**src/rtl/sequence_monitor.sv**
```systemverilog
// -----------------------------------------------------------------------------
// sequence_monitor
//
// Downstream checker for the 4-bit JK-based sequence counter. A programmable
// table holds the expected count sequence. The monitor samples Q on every
// rising edge of C. It hunts for the first table entry and then tracks the
// sequence. It pulses err on each mismatch and counts completed periods
// (cycles) and mismatches (errors).
//
// Ports
//   C          in   clock; Q is sampled on the rising edge
//   R          in   synchronous active-high reset, highest priority
//   Q          in   W    count value from the counter
//   cfg_we     in   table write strobe
//   cfg_addr   in   4    table index
//   cfg_data   in   W    value written to table[cfg_addr]
//   cfg_len_we in   sequence-length write strobe
//   cfg_len    in   5    sequence length, clamped to DEPTH
//   state      out  2    0=IDLE, 1=HUNT, 2=TRACK (registered)
//   locked     out  high while state==TRACK (registered)
//   err        out  one-cycle pulse following a mismatching sample
//   cycles     out  8    completed sequence periods, wraps
//   errors     out  8    total mismatches, saturates at 255
// -----------------------------------------------------------------------------
module sequence_monitor #(
    parameter int W         = 4,
    parameter int DEPTH     = 16,
    parameter int ERR_LIMIT = 3
) (
    input  logic         C,
    input  logic         R,
    input  logic [W-1:0] Q,
    input  logic         cfg_we,
    input  logic [3:0]   cfg_addr,
    input  logic [W-1:0] cfg_data,
    input  logic         cfg_len_we,
    input  logic [4:0]   cfg_len,
    output logic [1:0]   state,
    output logic         locked,
    output logic         err,
    output logic [7:0]   cycles,
    output logic [7:0]   errors
);

    localparam int CW = $clog2(ERR_LIMIT + 1);
    localparam logic [4:0] DEPTH_L = 5'(DEPTH);
    localparam logic [CW-1:0] LIMIT_L = CW'(ERR_LIMIT);

    typedef enum logic [1:0] {
        S_IDLE  = 2'd0,
        S_HUNT  = 2'd1,
        S_TRACK = 2'd2
    } state_t;

    state_t        r_state;
    logic          r_locked;
    logic          r_err;
    logic [7:0]    r_cycles;
    logic [7:0]    r_errors;
    logic [4:0]    r_len;
    logic [3:0]    r_ptr;
    logic [CW-1:0] r_consec;
    logic [W-1:0]  r_table [DEPTH];

    logic          w_addr_ok;
    logic [4:0]    w_len_clamped;
    logic          w_match;
    logic          w_ptr_last;
    logic [CW-1:0] w_consec_inc;

    assign w_addr_ok     = ({1'b0, cfg_addr} < DEPTH_L);
    assign w_len_clamped = (cfg_len > DEPTH_L) ? DEPTH_L : cfg_len;
    // Compares use the table contents before this edge's write.
    assign w_match       = (Q == r_table[r_ptr]);
    assign w_ptr_last    = ({1'b0, r_ptr} == (r_len - 5'd1));
    assign w_consec_inc  = r_consec + CW'(1);

    always_ff @(posedge C) begin
        if (R) begin
            r_state  <= S_IDLE;
            r_locked <= 1'b0;
            r_err    <= 1'b0;
            r_cycles <= 8'd0;
            r_errors <= 8'd0;
            r_len    <= 5'd0;
            r_ptr    <= 4'd0;
            r_consec <= '0;
            for (int i = 0; i < DEPTH; i++) begin
                r_table[i] <= '0;
            end
        end else begin
            r_err <= 1'b0;
            if (cfg_we && w_addr_ok) begin
                r_table[cfg_addr] <= cfg_data;
            end
            if (cfg_len_we) begin
                // A length write restarts the search; the counters are kept.
                r_len    <= w_len_clamped;
                r_ptr    <= 4'd0;
                r_consec <= '0;
                r_locked <= 1'b0;
                r_state  <= (w_len_clamped == 5'd0) ? S_IDLE : S_HUNT;
            end else begin
                case (r_state)
                    S_IDLE: begin
                        r_locked <= 1'b0;
                    end
                    S_HUNT: begin
                        // r_ptr is 0 here, so w_match compares against table[0].
                        if (w_match) begin
                            r_state  <= S_TRACK;
                            r_locked <= 1'b1;
                            if (r_len > 5'd1) begin
                                r_ptr <= 4'd1;
                            end else begin
                                r_ptr    <= 4'd0;
                                r_cycles <= r_cycles + 8'd1;
                            end
                        end
                    end
                    S_TRACK: begin
                        // The period completes on the last entry even if it mismatched.
                        if (w_ptr_last) begin
                            r_ptr    <= 4'd0;
                            r_cycles <= r_cycles + 8'd1;
                        end else begin
                            r_ptr <= r_ptr + 4'd1;
                        end
                        if (w_match) begin
                            r_consec <= '0;
                        end else begin
                            r_err <= 1'b1;
                            if (r_errors != 8'hFF) begin
                                r_errors <= r_errors + 8'd1;
                            end
                            if (w_consec_inc == LIMIT_L) begin
                                r_state  <= S_HUNT;
                                r_locked <= 1'b0;
                                r_ptr    <= 4'd0;
                                r_consec <= '0;
                            end else begin
                                r_consec <= w_consec_inc;
                            end
                        end
                    end
                    default: begin
                        r_state  <= S_IDLE;
                        r_locked <= 1'b0;
                    end
                endcase
            end
        end
    end

    assign state  = r_state;
    assign locked = r_locked;
    assign err    = r_err;
    assign cycles = r_cycles;
    assign errors = r_errors;

endmodule

```
**config.mk**
```make
export PLATFORM = sky130hd
export DESIGN_NAME = sequence_monitor
export DESIGN_NICKNAME = d
export VERILOG_FILES = /design/src/rtl/sequence_monitor.sv
export SDC_FILE = /design/constraint.sdc
export NUM_CORES = 1
export LEC_CHECK = 0
export CORE_MARGIN = 1.5
export CORE_UTILIZATION = 65
export CTS_BUF_LIST = sky130_fd_sc_hd__clkbuf_8
export DETAILED_ROUTE_END_ITERATION = 16
export HOLD_SLACK_MARGIN = 0.1
export PLACE_DENSITY = 0.88
export SYNTH_ARGS = -nofsm -noshare
export SYNTH_HDL_FRONTEND = slang
export SYNTH_SLANG_ARGS = --single-unit
```
**constraint.sdc**
```tcl
create_clock -name C -period 7.3 [get_ports C]
set_input_delay 0.73 -clock C [delete_from_list [all_inputs] [get_ports C]]
set_output_delay 0.73 -clock C [all_outputs]
set_load 0.01 [all_outputs]
```
==> results.json, run 1 <==
{
  "routedWlPerCell_um": 18.0,
  "drive_gt1_frac": 0.116,
  "diodes": 0,
  "use_met3": 0.0606,
  "mostFrequentLayoutCell": "and2_1",
  "min_path_type": "register to register",
  "final_max_slew_viol_count": 0,
  "synthArstFlopShare": 0,
  "pre_cts_ws_ns": 3.86,
  "synth_edf_count": 64,
  "drtIter0Drc": 312,
  "drt-pass1-iter-count": 7,
  "rsz0062_at_grt": "false",
  "finalSetupTns_ns": 0,
  "clock-skew-final_ns": 0.0131,
  "worstMarginPinSlew_ns": 0.832,
  "crit_path_start_kind": "register",
  "grt_pass1_wl_um": 16600,
  "cpLargestDelayFamily": "multiplexers",
  "busiest_layer": "met2",
  "synthFlopType": "edfxtp_1",
  "r2r.worst_path.cells": 8,
  "synth.distinct_cells": 59,
  "min_path_cells": 2,
  "slowest_delay_ns": 0.88,
  "cts-htree-levels": 3,
  "cts_root_buf": "clkbuf_8",
  "postRouteAntennaNets": 0,
  "synth_area_leaders": "edfxtp_1 38%, dfxtp_1 14%, and2_1 8.1%",
  "power.density_nw_per_um2": 195,
  "insertion_delay_ns": 0.37,
  "grt_usage": 0.263,
  "layout.nets": 500,
  "fmax_ghz": 0.290,
  "vias_per_cell": 5.99,
  "synth_area_per_cell_um2": 11.5,
  "worstSetupPathType": "register to register",
  "required_ns": 7.55,
  "initial_core_util": 0.681,
  "cp.depth": 8,
  "rows": 31,
  "cp-end-kind": "register",
  "postCtsSetupBuffers": 0,
  "io_buffers": 40,
  "clock_path_buffers": 2,
  "area_growth_pct": 12.7,
  "use_met1": 0.352,
  "most-common-layout-cells": "65 x and2_1, 64 x edfxtp_1, 40 x clkdlybuf4s50_1, 35 x dfxtp_1, 33 x nor2_1",
  "cts_tree": "yes",
  "synth_cells": 435,
  "syn_area_um2": 5020,
  "setup_slack_ns": 3.85,
  "yosysWarnings": 0,
  "die_w_um": 90.9,
  "placed_area_um2": 5440,
  "cts.clk_slew.worst_paths_ns": 0.09,
  "dieArea_um2": 8260,
  "hold_violations": 0,
  "hp-start": "r_consec[1]",
  "worstPathCellList": "mux4_2, mux2i_1, xor2_1, a31o_1, o211ai_2, o31ai_4, nand4_1, mux2_1",
  "dp_hpwl_um": 7450,
  "core_area_um2": 7370,
  "fin_crit_ns": 3.45,
  "status": "finished, final reports clean",
  "crit_buf_inv": 0,
  "max-vdd-ir-drop_uv": 148,
  "die_height_um": 90.9,
  "drt-total-wl_um": 10300,
  "syn_nets": 465,
  "overflow": 0,
  "clock_sinks": 99,
  "vias": 3436,
  "io_pins": 41,
  "cap_violations": 0,
  "cts_buffers": 9,
  "cts_resized": 0,
  "post-route-drc-count": 0,
  "grt_max_degree": 47,
  "cp_max_fo": 16,
  "setup_violations": 0,
  "ys_seq_area_frac": 0.522,
  "slowest_stage": "dfxtp_1",
  "fin_area_um2": 5660,
  "cts_hold_buf": 0,
  "gp_congestion": 0.900,
  "synth_area_leader_cell": "edfxtp_1",
  "fillerInstances": 505,
  "antenna_found_initial": 0,
  "slew_headroom": 0.444,
  "arrival_ns": 3.70,
  "synth_seq_cells": 99,
  "grt_use_met2": 0.435,
  "p_leak_nw": 1.95,
  "period_share": 0.472,
  "grt_pass1_vias": 3277,
  "yosysTopAreaCellShare": 0.383
}
-- stage by stage --
| stage | hold slack (ns) | total power [mW] | std cells | utilization |
|---|---|---|---|---|
| final | 0.495 | 1.11 | 574 | 0.768 |
| after floorplan | 0.448 | 0.696 | 435 | - |
| after CTS | 0.490 | 1.11 | 574 | 0.768 |
| after global placement | 0.459 | 0.729 | 558 | 0.738 |
| after detailed placement | 0.476 | 0.734 | 558 | 0.738 |
| after global routing | 0.529 | 1.14 | 574 | 0.768 |
-- flip-flops by register name, summed over array words and instances (netlist names), named ones only --
register,count
r_consec,2
errors,8
err,1
locked,1
state,2
r_len,5
cycles,8
r_table,64
r_ptr,4
-- cells by family (layout without fill, tap and decap cells) --
logic type	Yosys count	in the layout	synth area share
AND/OR/NAND/NOR	187	187	0.210
XOR/XNOR	13	13	0.0227
AO/OA/AOI/OAI	62	62	0.0932
adder cells (fa/ha/maj)	9	9	0.0224
buffers and inverters	31	71	0.0329
multiplexers	34	34	0.0962
flip-flops	99	99	0.522
-- Yosys cell counts (6+ instances only) --
cell / n
mux4_2: 8
ha_1: 9
or2_2: 17
inv_1: 14
o21ai_0: 10
nand2b_1: 11
and2_1: 65
nor2_1: 33
clkbuf_1: 9
nand2_1: 16
nor3_1: 6
dfxtp_1: 35
a21oi_1: 16
xor2_1: 8
o31ai_1: 7
edfxtp_1: 64
or3_1: 10
mux2i_1: 16
-- per-layer routing --
layer | part of all wire | routed length, um
met1 | 0.43 | 4450
met2 | 0.49 | 5080
met3 | 0.065 | 666
met4 | 0.012 | 124
met5 | 0 | 0
-- area by class of cell --
cell class | count | area [um^2] | area share
clock buffer | 10 | 138 | 0.0243
clock inverter | 6 | 80.1 | 0.0142
inverter | 14 | 52.6 | 0.00929
multi-input combinational | 305 | 2230 | 0.395
sequential | 99 | 2620 | 0.464
tap | 99 | 124 | 0.0219
timing repair buffer | 41 | 408 | 0.0721
-- final timing paths --
kind,endpoint,slack (ns)
max,cycles[7],3.85
min,r_consec[1],0.50
max reg2reg,cycles[7],3.85
min reg2reg,r_consec[1],0.50
-- power by group --
part           total, mW  leakage [nW]  switching [mW]  internal, mW
clock network      0.383         0.111           0.184         0.199
logic             0.0918         0.946          0.0515        0.0402
registers          0.630         0.893          0.0124         0.618
total               1.11          1.95           0.248         0.858
-- worst reg2reg max path: stages (launching register included) --
cell and delay, ns:
dfxtp_1 0.88, mux4_2 0.59, mux2i_1 0.17, xor2_1 0.17, a31o_1 0.17, o211ai_2 0.22
o31ai_4 0.62, nand4_1 0.18, mux2_1 0.34
(Power assumes the default switching activity.)
==> run 2, diff against run 1 <==
- CORE_UTILIZATION: 65 -> 54
- PLACE_DENSITY: 0.88 -> 0.78
- clock period: 7.3 -> 2.8 ns (I/O delays scaled with it)
==> run 2 against run 1 <==
Net effect: non-clock buffer count up 20; maximum frequency up 26%; cell count grew 5.6%; design area is 4.6% higher; register-to-register slack worse by 3.8 ns.
==> results.json, run 2 (synthesis gave the netlist of run 1 again) <==
{
  "required_ns": 3.06,
  "fin_crit_ns": 2.73,
  "final_max_slew_viol_count": 0,
  "p_switching_mw": 0.707,
  "drt-total-wl_um": 11000,
  "pre_cts_ws_ns": -0.0507,
  "crit_path_start_kind": "register",
  "io_pins": 41,
  "most-common-layout-cells": "65 x and2_1, 64 x edfxtp_1, 40 x clkdlybuf4s50_1, 32 x nor2_1, 31 x dfxtp_1",
  "power_frac_seq": 0.590,
  "drt-pass1-iter-count": 4,
  "drive_gt1_frac": 0.196,
  "cp_max_fo": 8,
  "grt_pass1_wl_um": 17100,
  "p_comb_frac": 0.100,
  "worstMarginPinSlew_ns": 0.596,
  "p_sw_frac": 0.254,
  "vias": 3490,
  "io_buffers": 40,
  "grt_max_degree": 38,
  "postRouteAntennaNets": 0,
  "whs_ns": 0.490,
  "placed_area_um2": 5610,
  "cts_hold_buf": 0,
  "clock-skew-final_ns": 0.0112,
  "mostFrequentLayoutCell": "and2_1",
  "p_clk_frac": 0.310,
  "post-route-drc-count": 0,
  "setup_violations": 0,
  "worstPathCellList": "mux4_2, mux2i_2, xor2_1, a41oi_4, o31ai_4, buf_12, nand4_1, mux2_4",
  "routedWlPerCell_um": 18.1,
  "die_height_um": 99.4,
  "setup_slack_ns": 0.0725,
  "max-vdd-ir-drop_uv": 299,
  "overflow": 0,
  "worstSetupPathType": "register to register",
  "fillerInstances": 697,
  "grt_usage": 0.228,
  "core_area_um2": 9110,
  "largest-register": "r_table",
  "slowest_stage": "mux4_2",
  "cts.clk_slew.worst_paths_ns": 0.10,
  "initial_core_util": 0.551,
  "drtIter0Drc": 189,
  "cts-htree-levels": 3,
  "cts_tree": "yes",
  "fin_area_um2": 5920,
  "dp_hpwl_um": 8120,
  "vias_per_cell": 5.76,
  "arrival_ns": 2.99,
  "final_util": 0.649,
  "slowest_delay_ns": 0.52,
  "grt_pass1_vias": 3439,
  "rows": 35,
  "antenna_found_initial": 0,
  "hold_violations": 0,
  "cts_root_buf": "clkbuf_8",
  "diodes": 0,
  "cap_violations": 0,
  "p_leak_nw": 2.06,
  "power.density_nw_per_um2": 471,
  "slew_headroom": 0.602,
  "status": "finished, final reports clean",
  "r2r_slack_ns": 0.07,
  "intPower_mw": 2.08,
  "cts_buffers": 9,
  "p_total_mw": 2.78,
  "largest_reg_flops": 64,
  "cp-end-kind": "register",
  "clock_sinks": 99,
  "layout.nets": 520,
  "rsz0062_at_grt": "true",
  "gp_congestion": 0.895,
  "die_w_um": 99.4,
  "clock_path_buffers": 2,
  "dieArea_um2": 9890,
  "area_growth_pct": 17.8,
  "period_share": 0.974,
  "min_path_type": "register to register",
  "fmax_ghz": 0.367,
  "insertion_delay_ns": 0.36
}
-- run 2: per-layer routing --
metal	track usage	wire, um
met1	0.310	4780
met5	0	0
met4	0.0878	155
met2	0.356	5270
met3	0.0534	753
-- run 2: metrics by stage --
stage / instances / setup TNS, ns
finish: 606 / 0
global route: 606 / -0.0629
CTS: 603 / 0
floorplan: 435 / 0
global placement: 587 / 0
detailed placement: 587 / -0.255
-- run 2: final timing paths --
path | start | to | cells after the start
max reg2reg | register | cycles[4] | 8
min | r_consec[1] | r_consec[1] | 2
min reg2reg | r_consec[1] | r_consec[1] | 2
max | register | cycles[4] | 8
-- run 2: power by group through the flow --
stage / clock network (mW) / logic, mW / registers [mW]
floorplan: 0 / 0.157 / 1.66
global placement: 0 / 0.246 / 1.68
detailed placement: 0 / 0.254 / 1.68
CTS: 0.878 / 0.255 / 1.64
global route: 0.936 / 0.299 / 1.65
finish: 0.864 / 0.278 / 1.64
-- run 2: cell type report --
cell class	instances	area (um^2)	area share
Clock inverter	7	60.1	0.0102
Clock buffer	9	124	0.0209
Multi-Input combinational cell	305	2320	0.392
Timing Repair Buffer	61	591	0.0998
Inverter	14	52.6	0.00888
Tap cell	111	139	0.0235
Sequential cell	99	2630	0.445
-- run 2: what timing repair did --
item	CTS	global route
gates resized for setup	2	26
gates cloned	0	0
pin swaps	0	5
endpoints found under the setup margin	14	18
setup buffers	0	3
-- run 2: critical path, delay by kind of cell (launching register included) --
family,cells,cell delay (ns)
mux,3,1.03
compound gates,2,0.62
flops,1,0.40
xor+xnor,1,0.29
buf+inv,1,0.16
simple gates,1,0.12
==> run 3, diff against run 2 <==
- HOLD_SLACK_MARGIN: 0.1 -> 0.12
==> results of run 3 <==
Same layout as run 2: the final DEF is identical, and so are final timing and power.
